<file path="config.mk">
export PLATFORM = sky130hd
export DESIGN_NAME = vga_frame_sync_flat
export DESIGN_NICKNAME = d
export VERILOG_FILES = /design/src/rtl/vga_frame_sync_if.sv /design/src/rtl/vga_frame_sync.sv /design/src/flat_wrapper.sv
export SDC_FILE = /design/constraint.sdc
export NUM_CORES = 1
export LEC_CHECK = 0
export CORE_MARGIN = 2
export CORE_UTILIZATION = 45
export CTS_BUF_LIST = sky130_fd_sc_hd__clkbuf_16
export DETAILED_ROUTE_END_ITERATION = 8
export DONT_BUFFER_PORTS = 1
export GPL_TIMING_DRIVEN = 0
export HOLD_SLACK_MARGIN = 0.05
export PLACE_DENSITY_LB_ADDON = 0.05
export SKIP_CTS_REPAIR_TIMING = 1
export SYNTH_ARGS = -nofsm -noshare
export SYNTH_HDL_FRONTEND = slang
export SYNTH_SLANG_ARGS = --single-unit
</file>
<file path="constraint.sdc">
create_clock -name clk -period 2.7 [get_ports clk]
set_clock_uncertainty 0.2 [all_clocks]
set_input_delay 0.81 -clock clk [delete_from_list [all_inputs] [get_ports clk]]
set_output_delay 0.81 -clock clk [all_outputs]
set_load 0.01 [all_outputs]
</file>
<file path="src/rtl/vga_frame_sync_if.sv">
// vga_frame_sync_if: raster coordinates, mux colour input and VGA DAC/sync outputs
interface vga_frame_sync_if;
    logic [7:0]  RGBIn;
    logic [10:0] pixelX;
    logic [10:0] pixelY;
    logic        startOfFrame;
    logic [7:0]  red;
    logic [7:0]  green;
    logic [7:0]  blue;
    logic        hSync;
    logic        vSync;
    logic        blankN;
    modport master (
        input  RGBIn,
        output pixelX, pixelY, startOfFrame, red, green, blue, hSync, vSync, blankN
    );
    modport slave (
        output RGBIn,
        input  pixelX, pixelY, startOfFrame, red, green, blue, hSync, vSync, blankN
    );
endinterface

</file>
<file path="src/rtl/vga_frame_sync.sv">
// vga_frame_sync: raster counters plus sync/blank delayed to line up with the mux RGB, expanded for the DAC
module vga_frame_sync #(
    parameter int   H_ACTIVE   = 640,
    parameter int   H_FP       = 16,
    parameter int   H_SYNC     = 96,
    parameter int   H_BP       = 48,
    parameter int   V_ACTIVE   = 480,
    parameter int   V_FP       = 10,
    parameter int   V_SYNC     = 2,
    parameter int   V_BP       = 33,
    parameter logic SYNC_POL   = 1'b0,
    parameter int   PIPE_DELAY = 1
) (
    input logic              clk,
    input logic              resetN,
    vga_frame_sync_if.master vga
);
    localparam int H_TOTAL = H_ACTIVE + H_FP + H_SYNC + H_BP;
    localparam int V_TOTAL = V_ACTIVE + V_FP + V_SYNC + V_BP;
    logic [10:0]           h_count, v_count;
    logic                  run, sof, h_last, v_last, active, hs, vs;
    logic [PIPE_DELAY-1:0] act_d, hs_d, vs_d;
    logic [2:0]            r, g;
    logic [1:0]            b;
    // run is low for the first edge after reset so the scan starts at (0,0) with a startOfFrame pulse
    always_comb begin
        h_last = h_count == 11'(H_TOTAL - 1);
        v_last = v_count == 11'(V_TOTAL - 1);
        active = run && h_count < 11'(H_ACTIVE) && v_count < 11'(V_ACTIVE);
        hs     = run && h_count >= 11'(H_ACTIVE + H_FP) && h_count < 11'(H_ACTIVE + H_FP + H_SYNC);
        vs     = run && v_count >= 11'(V_ACTIVE + V_FP) && v_count < 11'(V_ACTIVE + V_FP + V_SYNC);
        {r, g, b} = vga.RGBIn;
    end
    always_ff @(posedge clk or negedge resetN)
        if (!resetN) begin
            h_count <= '0;
            v_count <= '0;
            run     <= 1'b0;
            sof     <= 1'b0;
        end else begin
            run <= 1'b1;
            sof <= run ? h_last && v_last : 1'b1;
            if (run) begin
                h_count <= h_last ? '0 : h_count + 11'd1;
                if (h_last)
                    v_count <= v_last ? '0 : v_count + 11'd1;
            end
        end
    // raw timing flags ride alongside the upstream mux latency, then register with its RGB
    always_ff @(posedge clk or negedge resetN)
        if (!resetN) begin
            act_d      <= '0;
            hs_d       <= '0;
            vs_d       <= '0;
            vga.red    <= '0;
            vga.green  <= '0;
            vga.blue   <= '0;
            vga.hSync  <= ~SYNC_POL;
            vga.vSync  <= ~SYNC_POL;
            vga.blankN <= 1'b0;
        end else begin
            act_d      <= (act_d << 1) | PIPE_DELAY'(active);
            hs_d       <= (hs_d << 1) | PIPE_DELAY'(hs);
            vs_d       <= (vs_d << 1) | PIPE_DELAY'(vs);
            vga.red    <= act_d[PIPE_DELAY-1] ? {r, r, r[2:1]} : 8'd0;
            vga.green  <= act_d[PIPE_DELAY-1] ? {g, g, g[2:1]} : 8'd0;
            vga.blue   <= act_d[PIPE_DELAY-1] ? {b, b, b, b} : 8'd0;
            vga.hSync  <= hs_d[PIPE_DELAY-1] ? SYNC_POL : ~SYNC_POL;
            vga.vSync  <= vs_d[PIPE_DELAY-1] ? SYNC_POL : ~SYNC_POL;
            vga.blankN <= act_d[PIPE_DELAY-1];
        end
    assign vga.pixelX       = h_count;
    assign vga.pixelY       = v_count;
    assign vga.startOfFrame = sof;
endmodule

</file>
<file path="src/flat_wrapper.sv">
// flat-port wrapper written by rule: the top's interface ports become plain ports
module vga_frame_sync_flat 
#(
    parameter int   H_ACTIVE   = 640,
    parameter int   H_FP       = 16,
    parameter int   H_SYNC     = 96,
    parameter int   H_BP       = 48,
    parameter int   V_ACTIVE   = 480,
    parameter int   V_FP       = 10,
    parameter int   V_SYNC     = 2,
    parameter int   V_BP       = 33,
    parameter logic SYNC_POL   = 1'b0,
    parameter int   PIPE_DELAY = 1
)
  (clk, resetN, vga_RGBIn, vga_pixelX, vga_pixelY, vga_startOfFrame, vga_red, vga_green, vga_blue, vga_hSync, vga_vSync, vga_blankN);
  vga_frame_sync_if vga_i ();
  input logic clk;
  input logic resetN;
  input wire logic [$bits(vga_i.RGBIn)-1:0] vga_RGBIn;
  output wire logic [$bits(vga_i.pixelX)-1:0] vga_pixelX;
  output wire logic [$bits(vga_i.pixelY)-1:0] vga_pixelY;
  output wire logic [$bits(vga_i.startOfFrame)-1:0] vga_startOfFrame;
  output wire logic [$bits(vga_i.red)-1:0] vga_red;
  output wire logic [$bits(vga_i.green)-1:0] vga_green;
  output wire logic [$bits(vga_i.blue)-1:0] vga_blue;
  output wire logic [$bits(vga_i.hSync)-1:0] vga_hSync;
  output wire logic [$bits(vga_i.vSync)-1:0] vga_vSync;
  output wire logic [$bits(vga_i.blankN)-1:0] vga_blankN;
  assign vga_i.RGBIn = vga_RGBIn;
  assign vga_pixelX = vga_i.pixelX;
  assign vga_pixelY = vga_i.pixelY;
  assign vga_startOfFrame = vga_i.startOfFrame;
  assign vga_red = vga_i.red;
  assign vga_green = vga_i.green;
  assign vga_blue = vga_i.blue;
  assign vga_hSync = vga_i.hSync;
  assign vga_vSync = vga_i.vSync;
  assign vga_blankN = vga_i.blankN;
  vga_frame_sync #(.H_ACTIVE(H_ACTIVE), .H_FP(H_FP), .H_SYNC(H_SYNC), .H_BP(H_BP), .V_ACTIVE(V_ACTIVE), .V_FP(V_FP), .V_SYNC(V_SYNC), .V_BP(V_BP), .SYNC_POL(SYNC_POL), .PIPE_DELAY(PIPE_DELAY)) u_core (.clk(clk), .resetN(resetN), .vga(vga_i));
endmodule
</file>
==> out/metrics.cfg, run 1 <==
[sta]
tns_ns=0
post-route-min-period_ns=2.500
hold_viol_final=0
slew_violations=0
max_freq_mhz=400.0
grt_setup_unrepaired=no
fin_crit_sh_pct=92.60
report.final.setup_viol=0

[global_routing]
grt_pass1_wl_um=5692
overflow=0
antenna_found_initial=0
grt_pass1_vias=1187
grt_max_degree=39
grt.total_usage_pct=17.08

[finish]
antenna_cells=0
drive_above_1_share_pct=20.00
area_growth_pct=13.63
nets=192
n_fill_cell=346
fin_cells=230

[synthesis]
syn-num-nets=184
syn_area_sq_um=1818
syn_avg_cell_area_sq_um=10.63
ys_warn_count=0
ys_ff_latch=38
synth-edff-count=0
synth-async-reset-ratio_pct=100.0
synthCells=171
ys_seq_area_share_pct=52.44
synthFlopType=dfrtp_1
ys_types=35

[critical_path]
cp-end-kind=flop
cp_cell_sequence=or4b_4, or4_4, nor2_1, mux2_2
cp.arrival_ns=2.52
r2r_slack_ns=0.20
slowest_stage=or4b_4
r2r_end=u_core.vga.pixelY[0]$_DFFE_PN0P_
cp_slowest_stage_delay_ns=0.60
start_kind=flop
crit_type=reg2reg
path_max_fanout=7
crit_family=simple AND/OR/NAND/NOR gates
rr_worst_depth=4
r2r-start=u_core.vga.pixelX[5]$_DFFE_PN0P_
cp.required_ns=2.72
crit_buf_inv=0

[run]
drv_cap=0

[routing]
vias_per_cell=5.522
drtIter0Drc=64
drc=0
dr_total_vias=1270
ant_nets=0
routedWlPerCell_um=15.92
dr.pass1.iters=4
drt-total-wl_um=3662

[placement]
dp_hpwl_um=2509
numPlacedInstances=221
gp_congestion=0.7182
io_buffers=0

[clock_tree]
path_clk_slew_ns=0.06
cts_made_buffers=5
tritoncts=built
cts.sink_count=38
clock_path_buffers=2
root_buffer=clkbuf_16
htreeDepth=2
clock_latency_ns=0.28

[min_path]
holdCritPathClass=in2async

[floorplanning]
coreArea_sq_um=3943
die_h_um=67.56
num_io_pins=60
die_x_um=67.56
rows=23
start_util_pct=46.11
dieArea_sq_um=4564

[pwr]
p_leak_nw=0.9291
ir_drop_mv=0.4388
power.density_nw_per_um2=735.8

[run_status]
status=finished clean

-- cell usage after synthesis, drive strengths merged (4+ instances only) --
cell   count  area share [%]
xor2       4             1.9
buf       17             6.9
nor2      13             2.7
nor3       7             1.9
nor4       7             3.6
inv        6             1.2
nand2     10             2.1
and2       9             3.1
xnor2      4             1.9
nand4      4             1.4
a22o       7             3.4
o21ai     11             3.0
nand3      7             1.9
dfrtp     36              50
-- per-stage QoR --
stage | hold WS (ns) | instance area (sq um) | total power (W) | worst slack [ns] | util, %
floorplan | 0.1367 | 1818 | 0.0008360 | 0.4233 | -
global placement | 0.1451 | 1881 | 0.0008674 | 0.2074 | 47.70
detailed placement | 0.1492 | 1881 | 0.0008722 | 0.2065 | 47.70
CTS | 0.01738 | 2046 | 0.001528 | 0.2019 | 51.89
global route | 0.1631 | 2066 | 0.001596 | 0.02836 | 52.40
finish | 0.1568 | 2066 | 0.001520 | 0.1997 | 52.40
-- registers in the layout, indices dropped and copies added (netlist names) --
name	count
u_core.vga.pixelX	11
u_core.vga.green	3
u_core.vga.startOfFrame	1
u_core.vga.hSync	1
u_core.act_d	1
u_core.vga.pixelY	11
u_core.vs_d	1
u_core.run	1
u_core.vga.red	3
u_core.hs_d	1
u_core.vga.blankN	1
u_core.vga.vSync	1
u_core.vga.blue	2
-- kinds of logic (layout without fill, tap and decap cells) --
logic type | count (synthesis) | count (layout) | share of synthesized area [%]
AOI/OAI and AO/OA | 20 | 20 | 7.089
xor gates and xnor gates | 8 | 8 | 3.854
adders and majority gates | 3 | 3 | 2.065
buffers and inverters | 25 | 34 | 8.534
DFF | 38 | 38 | 52.44
muxes | 4 | 4 | 2.409
other | 1 | 1 | 0.2063
and+or+nand+nor | 72 | 72 | 23.40
-- cell type report --
type                    count  area [sq um]  share of cell area (%)
clock inverters             3         40.04                   1.938
multi-input cells         108         709.4                   34.34
repair buffers              1         20.02                  0.9691
plain buffers              19         132.6                   6.420
clock buffers               5         125.1                   6.057
flip-flops and latches     38         953.4                   46.15
inverters                   6         22.52                   1.090
well taps                  50         62.56                   3.028
-- worst max path at each step --
stage                                           from                                 to  slack (ns)  depth (start not counted)
global route                    u_core.run$_DFF_PN0_  u_core.vga.pixelY[10]$_DFFE_PN0P_        0.03                          6
finish              u_core.vga.pixelX[5]$_DFFE_PN0P_   u_core.vga.pixelY[0]$_DFFE_PN0P_        0.20                          4
floorplan           u_core.vga.pixelX[5]$_DFFE_PN0P_   u_core.vga.pixelY[5]$_DFFE_PN0P_        0.42                          4
detailed placement  u_core.vga.pixelX[5]$_DFFE_PN0P_   u_core.vga.pixelY[8]$_DFFE_PN0P_        0.21                          5
CTS                 u_core.vga.pixelX[5]$_DFFE_PN0P_   u_core.vga.pixelY[8]$_DFFE_PN0P_        0.20                          5
global placement    u_core.vga.pixelX[5]$_DFFE_PN0P_   u_core.vga.pixelY[9]$_DFFE_PN0P_        0.21                          5
-- cells in the final DEF, fill, tap and decap left out, types with 5 or more instances in the layout --
cell type and n:
nor3_1 7, nor4_1 5, nand3_1 7, a22o_1 7
buf_4 16, dfrtp_1 36, nor2_1 13, clkbuf_16 5
inv_1 6, nand2_1 10, o21ai_0 11, and2_1 9
-- per-layer routing --
layer  part of all wire [%]  track usage [%]
met4                    1.2            7.653
met2                     48            26.59
met3                    7.7            5.167
met1                     43            21.78
met5                      0                0
-- report_power, final --
group          leakage (nW)  internal, W  switching (W)
Sequential            0.495     0.000621       0.000104
Clock                0.0836     0.000432       0.000215
Combinational         0.350    0.0000800      0.0000686
Total                 0.929      0.00113       0.000388
Power figures use the tool's default switching activity.
==> run 2, diff against run 1 <==
- CAP_MARGIN: default -> 20
==> results of run 2 <==
No change in the layout: final DEF, timing and power equal those of run 1.
==> RTL edit: new RTL, config.mk and constraints of run 2 <==
Reset style: synchronous (`resetN`), changed in 2 clocked blocks.
--- a/src/rtl/vga_frame_sync.sv
+++ b/src/rtl/vga_frame_sync.sv
@@ -32,5 +32,5 @@
         {r, g, b} = vga.RGBIn;
     end
-    always_ff @(posedge clk or negedge resetN)
+    always_ff @(posedge clk)
         if (!resetN) begin
             h_count <= '0;
@@ -48,5 +48,5 @@
         end
     // raw timing flags ride alongside the upstream mux latency, then register with its RGB
-    always_ff @(posedge clk or negedge resetN)
+    always_ff @(posedge clk)
         if (!resetN) begin
             act_d      <= '0;
Behaviour: differs if resetN is asserted again (counterexample within 4 cycles, from zero or initial values and one cycle with resetN low); with resetN held inactive, the same outputs for 10 cycles.
==> RTL edit against run 2 <==
Sequential cell count did not move. Routed wire length grew 7.3%. Global-route usage increased by 2.4 points. Area after synthesis decreased by 2.2%. Fmax rose by 9.5%. Final area down 4.6%. Worst setup slack better by 220 ps.
Power is not compared: it rests on default switching activity, and its combinational part moved more than twofold at a synthesized area within 25%.
==> RTL edit: results (changes against run 2) <==
| Metric | Value |
|---|---|
| Hold Path Cell Cnt | 1 |
| Avg WL per Cell | 15.3 µm (-3.9%) |
| Worst slew pin tran | 695 ps |
| Root Buffer | clkbuf_16 |
| Synth unique cells | 40 (+14%) |
| Async SR Flop Fraction | 0% (-100 points) |
| Largest net degree at the start of global routing | 11 (-72%) |
| Worst slack, placed | 424 ps (+218 ps) |
| Fill cells | 353 (+2.0%) |
| All-Layer GR Usage | 19.5% (+2.4 points) |
| H-tree depth | 2 (unchanged) |
| Via count | 1439 (+13%) |
| CP Data Arrival Time | 2290 ps (-230 ps) |
| Worst-path clk slew | 50 ps |
| Top post-synthesis cells by count | dfxtp_1 (38), nand2_1 (21), buf_4 (17), nor2_1 (16), nand3_1 (11) |
| Placed Instances | 250 (+13%) |
| Mean post-synth cell area | 8.80 µm² (-17%) |
| Syn. warnings | 0 (unchanged) |
| Reg2Reg Depth | 5 (+1) |
| Crit-path max FO | 6 (-1) |
| Gp weighted congestion | 0.833 (+16%) |
| DPL Wire Length | 2870 µm (+14%) |
| Seq/Total Area, Yosys | 42.8% (-9.7 points) |
| Crit path to | u_core.vga.pixelY[3]$_SDFFE_PN0P_ |
| Hold Path Origin | u_core.hs_d$_SDFF_PN0_ |
| Initial DRC Count | 60 (-6.3%) |
| Skew-Pair Late Insertion Delay | 280 ps (about the same) |
| CTS buffer count | 5 (unchanged) |
| Hold WC Path Type | flip-flop to flip-flop |
| Max IR drop VDD | 0.335 mV |
| Hold Worst Slack | 171 ps (+14.6 ps) |
| Syn nets | 215 (+17%) |
| Share of layout cells above drive strength 1 | 14.4% (-5.6 points) |
| Post-synth EDFFs | 0 (unchanged) |
| Outcome | finished clean |
| CP Launch Point | u_core.vga.pixelX[0]$_SDFFE_PN0P_ |
| First-pass GRT wire length | 6470 µm (+14%) |
| Vias per cell | 5.60 (+1.4%) |
| Synth area leaders | dfxtp_1 (43%), buf_4 (7.2%), nand2_1 (4.4%), xnor2_1 (3.9%), and3_1 (3.5%) |
| Ratio of final minimum period to clock period | 84.5% (-8.1 points) |
| Max cap viols | 0 (unchanged) |
==> RTL edit: cell count changes after synthesis, sizes merged, moves of 4 or more <==
cell / delta
a22o: -7
and3: +7
buf: +4
o21ai: -6
a31oi: +5
nand2: +11
nand3: +4
dfxtp: +38
dfrtp: -36
and2: -6
xnor2: +4
nand2b: +4
==> RTL edit: worst max-delay path, cell delays in order, from the launching register on <==
cell     delay (ps)
dfxtp_1         470
ha_1            300
nand4_1         210
nor4_1          630
nand2_1         200
o22ai_1         200
==> RTL edit: routing by layer <==
metal  track usage [%]  wire length [µm]
met3              5.74               299
met1              22.8              1700
met4              9.18                80
met2              32.5              1850
met5                 0                 0
==> RTL edit: report_power, final <==
part | switching (W) | internal (W)
clock network | 0.000203 | 0.000329
logic | 0.0000250 | 0.0000191
registers | 0.0000141 | 0.000571
total | 0.000242 | 0.000919
==> RTL edit: cell type report <==
cell class | instances | area (µm²) | area share [%]
multi-input cells | 134 | 830 | 42.1
flip-flops and latches | 38 | 761 | 38.6
plain buffers | 24 | 165 | 8.38
clock buffers | 5 | 125 | 6.35
well taps | 48 | 60.1 | 3.05
inverters | 6 | 22.5 | 1.14
clock inverters | 2 | 7.51 | 0.381
==> RTL edit: kinds of logic after synthesis <==
| family | after synthesis | synth area share, % |
|---|---|---|
| adders and majority gates | 3 | 2.11 |
| buffers and inverters | 30 | 10.6 |
| DFF | 38 | 42.8 |
| and+or+nand+nor | 95 | 29.7 |
| AOI/OAI and AO/OA | 24 | 8.87 |
| muxes | 1 | 0.563 |
| xor gates and xnor gates | 11 | 5.42 |
